[config.mk]
export PLATFORM = sky130hd
export DESIGN_NAME = common_pseudo_lru_way_allocator
export DESIGN_NICKNAME = d
export VERILOG_FILES = /design/src/rtl/common_pseudo_lru_pkg.sv /design/src/rtl/common_onehot_lowest_select.sv /design/src/rtl/common_pseudo_lru_way_allocator.sv
export SDC_FILE = /design/constraint.sdc
export NUM_CORES = 1
export LEC_CHECK = 0
export CORE_MARGIN = 5
export CORE_UTILIZATION = 38
export DETAILED_ROUTE_END_ITERATION = 12
export PLACE_DENSITY = 0.81
export SYNTH_ARGS = -nofsm -noshare
export SYNTH_HDL_FRONTEND = slang
export SYNTH_SLANG_ARGS = --single-unit
[constraint.sdc]
create_clock -name clk -period 1.2 [get_ports clk]
set_input_delay 0.18 -clock clk [delete_from_list [all_inputs] [get_ports clk]]
set_output_delay 0.18 -clock clk [all_outputs]
set_load 0.01 [all_outputs]
[src/rtl/common_pseudo_lru_pkg.sv]
// common_pseudo_lru_pkg: shared FSM state and way-count helpers for the pseudo-LRU allocator.
package common_pseudo_lru_pkg;
    typedef enum logic [1:0] {IDLE, SELECT, RESP} alloc_state_e;
    localparam int unsigned WAY_COUNT_LOG2_DEFAULT = 2;
    function automatic int unsigned way_count(input int unsigned log2);
        return 32'd1 << log2;
    endfunction
endpackage

[src/rtl/common_onehot_lowest_select.sv]
// common_onehot_lowest_select: one-hot mask of the lowest set bit of the input.
module common_onehot_lowest_select #(
    parameter int unsigned W = 4
) (
    input  logic [W-1:0] in_i,
    output logic [W-1:0] out_o
);
    // Two's complement isolates the lowest set bit; all-zero input yields zero.
    assign out_o = in_i & (-in_i);
endmodule

[src/rtl/common_pseudo_lru_way_allocator.sv]
// common_pseudo_lru_way_allocator: picks a refill way (first invalid, else tree victim),
// holds it until commit/abort, and arbitrates touch updates into the external PLRU tree.
module common_pseudo_lru_way_allocator
    import common_pseudo_lru_pkg::*;
#(
    parameter  int unsigned WAY_COUNT_LOG2 = WAY_COUNT_LOG2_DEFAULT,
    localparam int unsigned W = way_count(WAY_COUNT_LOG2)
) (
    input  logic         clk,
    input  logic         reset,
    input  logic         alloc_req_valid,
    output logic         alloc_req_ready,
    output logic         alloc_resp_valid,
    output logic [W-1:0] alloc_resp_way,
    output logic         alloc_resp_replace,
    input  logic         alloc_commit,
    input  logic         alloc_abort,
    input  logic         hit_valid,
    input  logic [W-1:0] hit_way,
    input  logic         inv_valid,
    input  logic [W-1:0] inv_way,
    output logic [W-1:0] plru_waddr,
    output logic         plru_wen,
    input  logic [W-1:0] plru_qaddr,
    output logic [W-1:0] way_valid
);
    alloc_state_e state_q;
    logic [W-1:0] resp_way_q, way_valid_q, skid_way_q, plru_waddr_q, lowest_free;
    logic         replace_q, skid_valid_q, plru_wen_q, commit;

    common_onehot_lowest_select #(.W(W)) u_lowest (
        .in_i  (~way_valid_q),
        .out_o (lowest_free)
    );

    assign commit = (state_q == RESP) && alloc_commit;

    always_ff @(posedge clk or negedge reset) begin
        if (!reset) begin
            state_q      <= IDLE;
            resp_way_q   <= '0;
            replace_q    <= 1'b0;
            way_valid_q  <= '0;
            skid_valid_q <= 1'b0;
            skid_way_q   <= '0;
            plru_wen_q   <= 1'b0;
            plru_waddr_q <= '0;
        end else begin
            case (state_q)
                IDLE:    if (alloc_req_valid) state_q <= SELECT;
                SELECT: begin
                    resp_way_q <= &way_valid_q ? plru_qaddr : lowest_free;
                    replace_q  <= &way_valid_q;
                    state_q    <= RESP;
                end
                RESP:    if (alloc_commit || alloc_abort) state_q <= IDLE;
                default: state_q <= IDLE;
            endcase
            // Commit is OR-ed in after the invalidate mask so it wins on the same way.
            way_valid_q  <= (way_valid_q & ~(inv_valid ? inv_way : '0)) | (commit ? resp_way_q : '0);
            plru_wen_q   <= commit || skid_valid_q || hit_valid;
            plru_waddr_q <= commit ? resp_way_q : skid_valid_q ? skid_way_q : hit_valid ? hit_way : '0;
            skid_valid_q <= commit && hit_valid;
            if (commit && hit_valid) skid_way_q <= hit_way;
        end
    end

    assert property (@(posedge clk) disable iff (!reset) !(commit && skid_valid_q));

    assign alloc_req_ready    = (state_q == IDLE);
    assign alloc_resp_valid   = (state_q == RESP);
    assign alloc_resp_way     = resp_way_q;
    assign alloc_resp_replace = replace_q;
    assign plru_wen           = plru_wen_q;
    assign plru_waddr         = plru_waddr_q;
    assign way_valid          = way_valid_q;
endmodule

* After elaboration in Yosys (flattened, before gate mapping)
Cells that the tools add are included. Widths: inputs -> output; s select.
Word-level totals: flip-flop bits (word level) 21, bits of input ports 19, output and inout port bits 16, logic and storage cells 35
Cells by class: add/subtract/negate cells 1, equal/unequal tests 4, multiplexer cells 9, bitwise logic cells 5, reduce and logical (&&, ||, !) cells 8
Operator list (number):
- $mux 4 | 6
- $and 4x4->4 | 2
- $not 4->4 | 2
- $pmux 2 s3 | 1
- $mux 2 | 2
- $neg 4->4 | 1
- $or 4x4->4 | 1
- $reduce_and 4->1 | 1
- $logic_or 1x1->1 | 3
- $eq 2x1->1 const B | 1
- $eq 2x2->1 const B | 1
- $logic_and 1x1->1 | 2
- $logic_not 2->1 | 1
- $ne 2x1->1 const B | 1
- $ne 2x2->1 const B | 1
- $reduce_and 2->1 | 1

* Longest topological paths before layout
depth in word-level cells 4, depth in mapped cells 4, depth with buffers taken out 3

* Modules after synthesis
A second synthesis with hierarchy kept.
Unflattened totals: cell total of the unflattened synthesis 88, area total of the unflattened synthesis 939.7 um^2
Modules (own cells, without submodules):
- common_pseudo_lru_way_allocator | times used 1, cells an instance 84, area an instance 900.9 um^2, sequential area each 525.5 um^2
- common_onehot_lowest_select | times used 1, cells an instance 4, area an instance 38.8 um^2, sequential area each 0.0 um^2

* Worst setup path before layout
Ideal clock, no wire load.
path kind reg-to-reg, start reg state_q[0], end reg skid_way_q[0], library setup time 0.125 ns, data arrival time 1.073 ns, required time 1.075 ns, slack 0.002 ns, cell stages (with the launch flop) 5, buffers on the path 1, clock period less this slack 1.198 ns, path through dfrtp_1 > and3b_1 > buf_6 > nand2_4 > mux2_4
On the way: cells in the longest elaborated chain, start to end 3
RTL lines:
- start: declaration | RTL line common_pseudo_lru_way_allocator.sv:27 | alloc_state_e state_q;
- start signal: assignment | RTL line common_pseudo_lru_way_allocator.sv:40 | state_q <= IDLE;
- start signal: assignment | RTL line common_pseudo_lru_way_allocator.sv:50 | IDLE: if (alloc_req_valid) state_q <= SELECT;
- start signal: assignment | RTL line common_pseudo_lru_way_allocator.sv:54 | state_q <= RESP;
- $eq 2x2->1 | RTL line common_pseudo_lru_way_allocator.sv:36 | assign commit = (state_q == RESP) && alloc_commit;
- $logic_and 1x1->1 | RTL line common_pseudo_lru_way_allocator.sv:36
- $logic_and 1x1->1 | RTL line common_pseudo_lru_way_allocator.sv:64 | if (commit && hit_valid) skid_way_q <= hit_way;
- end signal: assignment | RTL line common_pseudo_lru_way_allocator.sv:64
- end: declaration | RTL line common_pseudo_lru_way_allocator.sv:28 | logic [W-1:0] resp_way_q, way_valid_q, skid_way_q, plru_waddr_q, lowest_free;
Every way passes these cells. A chain may end at the register's enable or synchronous reset.

* Final worst setup path
start reg state_q[0], end reg skid_way_q[3]
The elaborated chain is that of the path after synthesis.

==> impl_metrics.json <==
{
  "grt_first_pass_wirelength_um": 3600,
  "placedCellCount": 146,
  "dr.first_iter.drc_count": 8,
  "synthArstFlopShare": 1.00,
  "yosysSeqAreaShare": 0.592,
  "setup_failing_eps_final": 18,
  "floorplan.io_pins": 35,
  "fmax_ghz": 0.742,
  "postCtsHoldBufs": 0,
  "core_area_sq_um": 2210,
  "worstSkewPairLatency_ps": 290,
  "post_synth_xor_area_fraction": 0,
  "rows": 17,
  "filler_cells_inserted": 190,
  "clock_tree.htree_level_count": 1,
  "rsz0062_at_grt": "yes",
  "yosys.area.top_type_share": 0.592,
  "power_frac_seq": 0.457,
  "numClockSinks": 21,
  "cellPowerDensity_nw_per_um2": 1460,
  "p_leak_nw": 0.820,
  "mappedNetlistNets": 98,
  "result_of_the_run": "complete, but fails checks",
  "multi_input_comb_area_sq_um": 398,
  "synthAdderAreaFrac": 0,
  "post_drt_via_cell_ratio": 4.83,
  "wire_per_inst_um": 14.5,
  "starting_density_of_the_core": 0.401,
  "largest_net_degree_at_the_start_of_global_routing": 22,
  "remaining_drc_errors": 0,
  "synth_top_family_by_area": "simple AND/OR/NAND/NOR gates",
  "worst_setup_path_start_kind": "flop",
  "power_switching_share": 0.300,
  "clockBufferDepth": 2,
  "syn_inst": 79,
  "floorplan.die.height_um": 58.3,
  "post-route-min-period_ps": 1350,
  "hold_class": "in2async",
  "synth-warning-count": 0,
  "critPathArrivalTime_ps": 1530,
  "placement.io_buffers": 34,
  "number_of_synthesized_flops_with_an_enable_pin": 0,
  "total_switching_power_uw": 645,
  "synth_compound_gate_area_share": 0.113,
  "grt.overflow.total": 0,
  "syn_avg_cell_area_sq_um": 11.2,
  "num_antenna_cells": 0,
  "worst-slew-pin-transition_ps": 268,
  "layoutNonFillerInstCount": 162,
  "antenna_found_initial": 0,
  "final.hold.worst_slack_ps": 221,
  "cp.required_ps": 1390,
  "dominant_synthesized_flop_cell": "sky130_fd_sc_hd__dfrtp_1",
  "gp_congestion": 0.828,
  "power.clock.fraction": 0.151,
  "skew_ps": 4.42,
  "cts.clk_slew.worst_paths_ps": 110,
  "cell_internal_pwr_mw": 1.51,
  "cp-end-kind": "flop",
  "regArea_sq_um": 526,
  "ctsRootBufferMaster": "sky130_fd_sc_hd__clkbuf_4",
  "num-nets-final": 154,
  "slew_violations": 0,
  "final_hold_viol_count": 0,
  "drt_pre_antenna_iters": 4,
  "crit_path_max_incr_delay_ps": 420,
  "max-vdd-ir-drop_v": 0.000780,
  "synthMuxAreaShare": 0.0677,
  "cp_cell_sequence": "buf_6 > and3b_2 > nand2_4 > mux2_4",
  "netlist-cell-type-count": 23,
  "post_synthesis_share_of_cell_area_spent_on_and_or_nand_and_nor_gates": 0.200,
  "global_route.usage.total": 0.137,
  "max_capacitance_violation_count": 0,
  "flow.area_growth_from_synthesis_pct": 66.1,
  "drt-total-wl_um": 2360,
  "syn-cell-area_sq_um": 887,
  "grt_pass1_vias": 811,
  "synth.top_cells.by_area": "sky130_fd_sc_hd__dfrtp_1, sky130_fd_sc_hd__nand2_1, sky130_fd_sc_hd__mux2_4, sky130_fd_sc_hd__o21ai_0, sky130_fd_sc_hd__a22oi_1",
  "fin_tns_setup_ps": -1160,
  "route.vias.total": 782,
  "setup_ws_ps": -148,
  "die_area_sq_um": 3400,
  "critical_path.max_fanout": 5,
  "numCtsBuffers": 3,
  "antenna_left": 0,
  "synth.largest_area_cell": "sky130_fd_sc_hd__dfrtp_1",
  "crit_type": "reg2reg",
  "cts_tree": "built",
  "post-route-period-util": 1.12,
  "crit_slowest_cell": "sky130_fd_sc_hd__dfrtp_1",
  "dp_hpwl_um": 1680,
  "violations": "negative setup slack",
  "fp.dieW_um": 58.3,
  "timing.max_slew.rel_slack": 0.821,
  "drive_above_1_share": 0.321,
  "postSynthRegisterBits": 21,
  "combPwrFrac": 0.392
}
-- timing repair --
action	4_1_cts	5_1_grt
buffers inserted	6	6
setup endpoints to repair	23	25
resized for setup	31	27
pin swaps	2	4
-- critical path, delay by kind of cell, from the launching register on --
kind / cells / cell delay [ps]
muxes: 1 / 300
DFF: 1 / 420
and+or+nand+nor: 2 / 390
buffers and inverters: 1 / 130
-- cells in the mapped netlist, types with 2 or more instances --
cell type	count
sky130_fd_sc_hd__dfrtp_1	21
sky130_fd_sc_hd__a221o_1	2
sky130_fd_sc_hd__inv_1	2
sky130_fd_sc_hd__a22oi_1	3
sky130_fd_sc_hd__and3b_1	2
sky130_fd_sc_hd__mux2_4	4
sky130_fd_sc_hd__nand2_1	21
sky130_fd_sc_hd__nor2_1	3
sky130_fd_sc_hd__o21ai_0	6
sky130_fd_sc_hd__a21o_1	2
-- per-stage QoR --
step / setup slack [ps] / cell area (sq um) / total power [mW] / utilization
CTS: -126 / 1380 / 2.06 / 0.622
finish: -148 / 1470 / 2.15 / 0.666
floorplan: 1.60 / 887 / 1.29 / -
global route: -199 / 1470 / 2.26 / 0.666
detailed placement: -263 / 1300 / 1.69 / 0.587
global placement: -236 / 1300 / 1.66 / 0.587
-- metal layers --
layer | GRT usage | wire (um) | share of wire
met1 | 0.167 | 944 | 0.40
met5 | 0 | 0 | 0
met2 | 0.246 | 1280 | 0.54
met4 | 0.0199 | 0 | 0
met3 | 0.0373 | 129 | 0.055
-- sequential cells by signal, summed over array words and instances (netlist names) --
register            flops
alloc_resp_way          4
plru_waddr              4
skid_way_q              4
way_valid               4
state_q                 2
alloc_resp_replace      1
plru_wen                1
skid_valid_q            1
-- area by class of cell --
cell class | count | area share
Multi-Input combinational cell | 54 | 0.270
Inverter | 2 | 0.00509
Sequential cell | 21 | 0.357
Clock buffer | 4 | 0.0178
Tap cell | 28 | 0.0238
Timing Repair Buffer | 53 | 0.327
-- path summary, 6_finish.rpt --
| check | to | cells past startpoint | slack (ps) | start |
|---|---|---|---|---|
| worst max-delay path | skid_way_q[3] | 4 | -150 | state_q[0] |
| worst min-delay path | way_valid[2] | 2 | 220 | reset |
| worst min register to register | alloc_resp_replace | 1 | 490 | alloc_resp_replace |
| max in group asynchronous | skid_way_q[2] | 2 | 760 | reset |
| min in group clk | state_q[0] | 2 | 450 | alloc_req_valid |
| worst max register to register | skid_way_q[3] | 4 | -150 | state_q[0] |
-- layout by cell type, fill, tap and decap left out, types with 3 or more instances in the layout --
cell,count
sky130_fd_sc_hd__clkdlybuf4s50_1,18
sky130_fd_sc_hd__clkbuf_4,3
sky130_fd_sc_hd__dlygate4sd2_1,8
sky130_fd_sc_hd__a22oi_1,3
sky130_fd_sc_hd__dfrtp_1,21
sky130_fd_sc_hd__clkdlybuf4s15_1,4
sky130_fd_sc_hd__buf_4,13
sky130_fd_sc_hd__nand2_4,5
sky130_fd_sc_hd__buf_6,7
sky130_fd_sc_hd__mux2_4,4
sky130_fd_sc_hd__nand2_1,15
-- logic make-up after synthesis --
kind of cell,Yosys count
AOI/OAI and AO/OA,15
buffers and inverters,4
DFF,21
muxes,4
and+or+nand+nor,35
-- power by group through the flow --
stage	sequential, mW	combinational, mW	clock, mW
6_report	0.982	0.844	0.325
5_1_grt	0.998	0.899	0.366
4_1_cts	0.974	0.750	0.332
3_5_place_dp	1.01	0.679	0
3_3_place_gp	0.999	0.664	0
2_1_floorplan	1.02	0.276	0
Power figures use the tool's default switching activity.
